## config.mk

```make
export PLATFORM = sky130hd
export DESIGN_NAME = ex_stage
export DESIGN_NICKNAME = d
export VERILOG_FILES = /design/src/rtl/ex_stage_pkg.sv /design/src/rtl/ex_stage_alu.sv /design/src/rtl/ex_stage.sv
export SDC_FILE = /design/constraint.sdc
export NUM_CORES = 1
export LEC_CHECK = 0
export CORE_ASPECT_RATIO = 1.5
export CORE_MARGIN = 2
export CORE_UTILIZATION = 35
export DETAILED_ROUTE_END_ITERATION = 10
export PLACE_DENSITY = 0.59
export REMOVE_ABC_BUFFERS = 1
export SYNTH_ARGS = -nofsm -noshare
export SYNTH_HDL_FRONTEND = slang
export SYNTH_HIERARCHICAL = 1
export SYNTH_SLANG_ARGS = --single-unit
```

## constraint.sdc

```tcl
create_clock -name clk_in -period 12.8 [get_ports clk_in]
set_clock_uncertainty 0.2 [all_clocks]
set_input_delay 2.56 -clock clk_in [delete_from_list [all_inputs] [get_ports clk_in]]
set_output_delay 2.56 -clock clk_in [all_outputs]
set_load 0.01 [all_outputs]
```

## src/rtl/ex_stage_pkg.sv

```systemverilog
// rtl/ex_stage_pkg.sv - shared opcode, funct3, stall and EX/MEM definitions
// Purpose: constants and types shared by the execute stage and its ALU.
// Contents: RV32I opcodes, funct3 codes, ZeroWord, stall bit indices/masks,
//           the EX/MEM register layout and its bubble value.
package ex_stage_pkg;

   // RV32I major opcodes
   localparam logic [6:0] LUI    = 7'b0110111;
   localparam logic [6:0] AUIPC  = 7'b0010111;
   localparam logic [6:0] JAL    = 7'b1101111;
   localparam logic [6:0] JALR   = 7'b1100111;
   localparam logic [6:0] BRANCH = 7'b1100011;
   localparam logic [6:0] LOAD   = 7'b0000011;
   localparam logic [6:0] STORE  = 7'b0100011;
   localparam logic [6:0] ALOPI  = 7'b0010011;
   localparam logic [6:0] ALOP   = 7'b0110011;

   // ALU funct3
   localparam logic [2:0] F3_ADD  = 3'b000;
   localparam logic [2:0] ADDI    = 3'b000;
   localparam logic [2:0] F3_SLL  = 3'b001;
   localparam logic [2:0] F3_SLT  = 3'b010;
   localparam logic [2:0] F3_SLTU = 3'b011;
   localparam logic [2:0] F3_XOR  = 3'b100;
   localparam logic [2:0] F3_SR   = 3'b101;
   localparam logic [2:0] F3_OR   = 3'b110;
   localparam logic [2:0] F3_AND  = 3'b111;

   // Branch funct3
   localparam logic [2:0] F3_BEQ  = 3'b000;
   localparam logic [2:0] F3_BNE  = 3'b001;
   localparam logic [2:0] F3_BLT  = 3'b100;
   localparam logic [2:0] F3_BGE  = 3'b101;
   localparam logic [2:0] F3_BLTU = 3'b110;
   localparam logic [2:0] F3_BGEU = 3'b111;

   localparam logic [31:0] ZeroWord = 32'h0000_0000;

   // Stall vector layout
   localparam int         STALL_IF       = 0;
   localparam int         STALL_ID       = 1;
   localparam int         STALL_MEM      = 2;
   localparam logic [2:0] STALL_MASK_IF  = 3'b001;
   localparam logic [2:0] STALL_MASK_ID  = 3'b010;
   localparam logic [2:0] STALL_MASK_MEM = 3'b100;

   typedef struct packed {
      logic [4:0]  rd_addr;
      logic [31:0] rd_data;
      logic [31:0] mem_addr;
      logic [31:0] store_data;
      logic [6:0]  ins_type;
      logic [2:0]  ins_details;
      logic        wb_enable;
   } exmem_t;

   // A bubble decodes as "addi x0, x0, 0" with writeback disabled
   localparam exmem_t EXMEM_BUBBLE = '{
      rd_addr:     5'd0,
      rd_data:     ZeroWord,
      mem_addr:    ZeroWord,
      store_data:  ZeroWord,
      ins_type:    ALOPI,
      ins_details: ADDI,
      wb_enable:   1'b0
   };

endpackage

```

## src/rtl/ex_stage_alu.sv

```systemverilog
// rtl/ex_stage_alu.sv - combinational RV32I integer ALU
// Purpose: computes the ALU result for register and immediate operations.
// Ports:
//   op1_i, op2_i  32-bit operands (op2 also supplies the shift amount)
//   funct3_i      operation select
//   diff_i        selects SUB for funct3 000 and SRA for funct3 101
//   result_o      32-bit result, wrap-around arithmetic
module ex_stage_alu
   import ex_stage_pkg::*;
(
   input  logic [31:0] op1_i,
   input  logic [31:0] op2_i,
   input  logic [2:0]  funct3_i,
   input  logic        diff_i,
   output logic [31:0] result_o
);

   logic [4:0] shamt;
   assign shamt = op2_i[4:0];

   always_comb begin
      result_o = ZeroWord;
      case (funct3_i)
         F3_ADD:  result_o = diff_i ? (op1_i - op2_i) : (op1_i + op2_i);
         F3_SLL:  result_o = op1_i << shamt;
         F3_SLT:  result_o = {31'b0, ($signed(op1_i) < $signed(op2_i))};
         F3_SLTU: result_o = {31'b0, (op1_i < op2_i)};
         F3_XOR:  result_o = op1_i ^ op2_i;
         F3_SR:   result_o = diff_i ? 32'($signed(op1_i) >>> shamt) : (op1_i >> shamt);
         F3_OR:   result_o = op1_i | op2_i;
         F3_AND:  result_o = op1_i & op2_i;
         default: result_o = ZeroWord;
      endcase
   end

endmodule

```

## src/rtl/ex_stage.sv

```systemverilog
// rtl/ex_stage.sv - RV32I execute stage with EX/MEM register
// Purpose: ALU, branch and jump resolution, EX forwarding, IF redirect and
//          the EX/MEM pipeline register.
// Ports:
//   clk_in, rst_in, rdy_in    clock, sync active-high reset, global enable
//   clear, stall              flush to bubble / stall vector (STALL_MEM freezes)
//   pc, r1_data, r2_data, imm, rd_addr, ins_type, ins_details, ins_diff
//                             decoded operands from ID/EX
//   forward_ex_*              combinational forwarding bus to ID/EX
//   jump_enable, jump_addr    combinational redirect request to IF
//   output_*                  registered EX/MEM fields for the memory stage
module ex_stage
   import ex_stage_pkg::*;
(
   input  logic        clk_in,
   input  logic        rst_in,
   input  logic        rdy_in,
   input  logic        clear,
   input  logic [2:0]  stall,
   input  logic [31:0] pc,
   input  logic [31:0] r1_data,
   input  logic [31:0] r2_data,
   input  logic [31:0] imm,
   input  logic [4:0]  rd_addr,
   input  logic [6:0]  ins_type,
   input  logic [2:0]  ins_details,
   input  logic        ins_diff,
   output logic        forward_ex_enable,
   output logic [4:0]  forward_ex_addr,
   output logic [31:0] forward_ex_data,
   output logic        forward_ex_is_load,
   output logic        jump_enable,
   output logic [31:0] jump_addr,
   output logic [4:0]  output_rd_addr,
   output logic [31:0] output_rd_data,
   output logic [31:0] output_mem_addr,
   output logic [31:0] output_store_data,
   output logic [6:0]  output_ins_type,
   output logic [2:0]  output_ins_details,
   output logic        output_wb_enable
);

   logic        stall_mem;
   logic        unused_stall;
   logic [31:0] alu_op2;
   logic        alu_diff;
   logic [31:0] alu_result;
   logic [31:0] pc_imm;
   logic [31:0] pc_plus4;
   logic [31:0] r1_imm;
   logic        taken;
   logic [31:0] target;
   logic [31:0] rd_data;
   logic        wb_eligible;
   logic        redirect_done_q;
   logic        redirect_done_d;
   exmem_t      ex_mem_d;
   exmem_t      ex_mem_q;

   assign stall_mem    = stall[STALL_MEM];
   assign unused_stall = ^(stall & ~STALL_MASK_MEM);

   assign pc_imm   = pc + imm;
   assign pc_plus4 = pc + 32'd4;
   assign r1_imm   = r1_data + imm;

   // funct7[5] means SUB only for register ops; SRA/SRAI use it for both forms
   assign alu_op2  = (ins_type == ALOP) ? r2_data : imm;
   assign alu_diff = ins_diff & ((ins_type == ALOP) | (ins_details == F3_SR));

   ex_stage_alu u_alu (
      .op1_i    (r1_data),
      .op2_i    (alu_op2),
      .funct3_i (ins_details),
      .diff_i   (alu_diff),
      .result_o (alu_result)
   );

   // Branch resolution and redirect target; IF always predicts not-taken
   always_comb begin
      taken  = 1'b0;
      target = ZeroWord;
      case (ins_type)
         BRANCH: begin
            target = pc_imm;
            case (ins_details)
               F3_BEQ:  taken = (r1_data == r2_data);
               F3_BNE:  taken = (r1_data != r2_data);
               F3_BLT:  taken = ($signed(r1_data) <  $signed(r2_data));
               F3_BGE:  taken = ($signed(r1_data) >= $signed(r2_data));
               F3_BLTU: taken = (r1_data <  r2_data);
               F3_BGEU: taken = (r1_data >= r2_data);
               default: taken = 1'b0;
            endcase
         end
         JAL: begin
            taken  = 1'b1;
            target = pc_imm;
         end
         JALR: begin
            taken  = 1'b1;
            target = {r1_imm[31:1], 1'b0};
         end
         default: ;
      endcase
   end

   // Writeback value; loads, stores and branches produce nothing here
   always_comb begin
      rd_data = ZeroWord;
      case (ins_type)
         LUI:         rd_data = imm;
         AUIPC:       rd_data = pc_imm;
         JAL, JALR:   rd_data = pc_plus4;
         ALOP, ALOPI: rd_data = alu_result;
         default:     rd_data = ZeroWord;
      endcase
   end

   assign wb_eligible = (rd_addr != 5'd0) && (ins_type != STORE) && (ins_type != BRANCH);

   assign forward_ex_enable  = wb_eligible && (ins_type != LOAD);
   assign forward_ex_addr    = rd_addr;
   assign forward_ex_data    = rd_data;
   assign forward_ex_is_load = (ins_type == LOAD);

   // A frozen instruction keeps presenting its jump; only the first cycle redirects
   assign jump_enable = taken && !redirect_done_q;
   assign jump_addr   = target;

   always_comb begin
      redirect_done_d = redirect_done_q;
      if (rdy_in) begin
         if (stall_mem) begin
            if (jump_enable) begin
               redirect_done_d = 1'b1;
            end
         end else begin
            redirect_done_d = 1'b0;
         end
      end
   end

   always_comb begin
      ex_mem_d             = EXMEM_BUBBLE;
      ex_mem_d.rd_addr     = rd_addr;
      ex_mem_d.rd_data     = rd_data;
      ex_mem_d.mem_addr    = ((ins_type == LOAD) || (ins_type == STORE)) ? r1_imm : ZeroWord;
      ex_mem_d.store_data  = r2_data;
      ex_mem_d.ins_type    = ins_type;
      ex_mem_d.ins_details = ins_details;
      ex_mem_d.wb_enable   = wb_eligible;
   end

   always_ff @(posedge clk_in) begin
      if (rst_in) begin
         ex_mem_q        <= EXMEM_BUBBLE;
         redirect_done_q <= 1'b0;
      end else begin
         redirect_done_q <= redirect_done_d;
         if (rdy_in && !stall_mem) begin
            ex_mem_q <= clear ? EXMEM_BUBBLE : ex_mem_d;
         end
      end
   end

   assign output_rd_addr     = ex_mem_q.rd_addr;
   assign output_rd_data     = ex_mem_q.rd_data;
   assign output_mem_addr    = ex_mem_q.mem_addr;
   assign output_store_data  = ex_mem_q.store_data;
   assign output_ins_type    = ex_mem_q.ins_type;
   assign output_ins_details = ex_mem_q.ins_details;
   assign output_wb_enable   = ex_mem_q.wb_enable;

endmodule

```

==> reports/qor.txt <==
share of synthesized area occupied by flip-flops and latches = 12.6%
maximum number of pins on one net before global-route repair = 76
effective utilization at floorplan = 35.4%
Max-slew headroom = 20.2%
internal power summed over all cells = 977 uW
Synth Warn # = 6
Worst R2R Path Depth = 2
clock buffer count from CTS = 17
remaining antenna violation count after routing = 0
number of levels the H-tree was split into = 4
Critical R2R Capture = output_rd_data[30]$_SDFFE_PP0P_
power density over the cells = 76.5 mW/mm^2
Worst Path Required = 10.04 ns
max-slew violation count = 0
Final Wtd Congestion = 1.03
1st-iter DRT viols = 2078
Worst-Margin Slew = 1.20 ns
Tightest Hold Check Type = register to register
top cells by area in the synthesized netlist = ha_1 (13%), dfxtp_1 (13%), o21ai_0 (7.1%)
Setup violations, final = 0
Max Root-Sink Buffers = 2
clock transition at the register clock pins on the worst setup and hold paths after CTS = 0.06 ns
outcome = finished, final reports clean
total global routing track utilization = 35.1%
synthesized instance count = 2516
Final period util = 95.1%
area of the mapped netlist = 0.0180 mm^2
Post-CTS Setup Inserts = 0
net switching share of the total power = 43.5%
f_max = 82.2 MHz
final period demand of the worst path = 12.17 ns
timing startpoint of the critical path = ins_type[6]
WP data arrival = 9.41 ns
floorplan die area = 0.0532 mm^2
Placeable Area = 0.0507 mm^2
area growth from synthesis to final layout = 26.0%
EDFF count, synth = 0
CTS tree = built
pre-CTS worst setup slack = 0.809 ns
number of detailed-route iterations in the first pass = 8
sequential group share of total power = 20.8%
FILL cells = 5191
mean number of vias per cell = 6.20
maximum ir drop on the vdd rail = 80.9 uV
clock latency at the later pin of the worst-skew pair = 0.44 ns
Post-layout nets = 3107
Routed WL per cell = 28.0 um
least setup slack across all paths after layout = 0.630 ns
setup slack of the worst register-to-register path = 11.88 ns
total length of routed wires = 96.5 mm
remaining global-route overflow = 0
Lkg Pwr = 9.54 nW
first-pass GRT wire length = 139 mm
Resized Gates After CTS = 0
number of library cell types mapped by synthesis = 88
Final Hold Violating Endpoints = 0
top post-synthesis cells by count = o21ai_0 (253), nand2_1 (243), a21oi_1 (203), nor2_1 (195), ha_1 (192)
port bufs = 332
share of total power in combinational logic = 49.4%
kind of end point of the critical path = output port
Seq cells post-synth = 113
remaining design rule violation count = 0
vias in the first global route = 21305
main flop type after synthesis = dfxtp_1
fraction of post-synthesis cell area in the top cell type by area = 13.4%
Synth area leader = ha_1
mean area per synthesized cell = 7.14 um^2
largest fanout on the critical path = 35
number of antenna violations at the first check in global routing = 1
power share of the clock group = 29.9%
total area of multi-input combinational cells = 0.0145 mm^2
switching power = 753 uW
maximum capacitance violations = 0
critical path capture point = forward_ex_data[25]
I/O pin count = 335
count of vias placed by the detailed router = 21357
launch point of the worst reg-to-reg path = output_rd_data[30]$_SDFFE_PP0P_
number of core rows = 101
cell at the root of the clock tree = clkbuf_16
number of sinks driven by the clock tree = 113
setup repair after global routing missed its margin = false
Horiz. Die Dim = 189 um
startpoint-to-endpoint class of the critical path = input pin to output port
die height = 281 um
# hold bufs at CTS = 0
footprint of the flip-flops and latches = 0.00226 mm^2
half-perimeter wire length of the detailed placement result = 77.7 mm
kind of launch point of the worst setup path = input pin
proportion of synthesized flip-flops having asynchronous set or reset = 0%
Post-Route Hold Slack = 0.253 ns
most common cell in the netlist = o21ai_0
fraction of layout cells with a size suffix above 1 = 5.91%
[routing by layer]
metal	track usage [%]	routed length [um]	vias to the layer above	share of wire (%)
met3	4.62	5320	258	5.5
met1	38.1	35500	10399	37
met4	23.6	7120	0	7.4
li1	-	-	9776	-
met2	63.2	48600	924	50
met5	0	0	-	0
[cell usage in the layout (no fill, tap or decap), types with 64 or more instances in the layout]
cell and instances:
a21o_1 64, a21oi_1 203, a22o_1 89, clkdlybuf4s50_1 331
dfxtp_1 113, ha_1 192, inv_1 158, mux2i_1 102
nand2_1 242, nor2_1 191, o21ai_0 249, xnor2_1 75
[critical path: stages]
cell and delay, ns:
clkdlybuf4s50_1 0.54, nor4b_1 0.53, nor2b_2 0.27, nand2_2 0.31
buf_4 0.36, o21ai_0 0.59, inv_1 0.16, ha_1 0.50
nand2_1 0.17, o21ai_1 0.16, a21oi_1 0.10, or3_1 0.33
a31oi_1 0.36, a21oi_1 0.34, o41ai_1 0.41, a211oi_1 0.13
or3_1 0.42, a22oi_1 0.17, o21ai_0 0.11, a21oi_1 0.14
o211ai_1 0.18, clkdlybuf4s50_1 0.54
[worst min path at each step]
stage	startpoint	to	slack (ns)	depth (start not counted)
after floorplan	redirect_done_q$_SDFFE_PP0P_	redirect_done_q$_SDFFE_PP0P_	0.25	2
after global placement	output_store_data[5]$_SDFFE_PP0P_	output_store_data[5]$_SDFFE_PP0P_	0.24	2
after detailed placement	output_ins_type[5]$_SDFFE_PP0P_	output_ins_type[5]$_SDFFE_PP0P_	0.24	2
after CTS	output_rd_data[20]$_SDFFE_PP0P_	output_rd_data[20]$_SDFFE_PP0P_	0.26	2
after global routing	output_ins_type[5]$_SDFFE_PP0P_	output_ins_type[5]$_SDFFE_PP0P_	0.28	2
final	output_ins_type[5]$_SDFFE_PP0P_	output_ins_type[5]$_SDFFE_PP0P_	0.25	2
[sequential cells by signal (all words and copies together), names as in the netlist]
name and cells:
output_rd_addr 5, output_mem_addr 32, output_ins_type 7, output_rd_data 32, output_wb_enable 1, output_store_data 32
redirect_done_q 1, output_ins_details 3
[kinds of logic (layout without fill, tap and decap cells)]
family | count (synthesis) | in the layout | share of synthesized area, %
compound gates | 956 | 956 | 35.6
xor+xnor | 114 | 114 | 5.56
fa+ha+maj | 196 | 196 | 13.8
buf+inv | 330 | 587 | 7.06
flops | 113 | 113 | 12.6
mux | 126 | 126 | 8.01
other cells | 0 | 1 | 0
simple gates | 681 | 681 | 17.4
[per-stage QoR]
| step | power (mW) | instances | TNS (ns) | instance area, um^2 | util [%] |
|---|---|---|---|---|---|
| 2_1_floorplan | 0.851 | 2348 | -171.19 | 17300 | - |
| 3_3_place_gp | 1.19 | 3410 | 0 | 22000 | 43.4 |
| 3_5_place_dp | 1.20 | 3410 | 0 | 22000 | 43.4 |
| 4_1_cts | 1.72 | 3442 | 0 | 22600 | 44.6 |
| 5_1_grt | 1.80 | 3443 | 0 | 22600 | 44.6 |
| 6_report | 1.73 | 3443 | 0 | 22600 | 44.6 |
[power groups by stage]
| stage | clock network, mW | logic (mW) | registers (mW) |
|---|---|---|---|
| 2_1_floorplan | 0 | 0.481 | 0.369 |
| 3_3_place_gp | 0 | 0.825 | 0.367 |
| 3_5_place_dp | 0 | 0.828 | 0.367 |
| 4_1_cts | 0.526 | 0.833 | 0.359 |
| 5_1_grt | 0.534 | 0.908 | 0.360 |
| 6_report | 0.517 | 0.854 | 0.359 |
[cell type report]
type	instances	share of cell area, %
Inverter	162	2.69
Clock buffer	18	1.94
Timing Repair Buffer	393	16.7
Clock inverter	14	0.791
Multi-Input combinational cell	2073	64.2
Tap cell	669	3.70
Antenna cell	1	0.0111
Sequential cell	113	10.0
No activity file was read; power rests on OpenSTA's default activity.
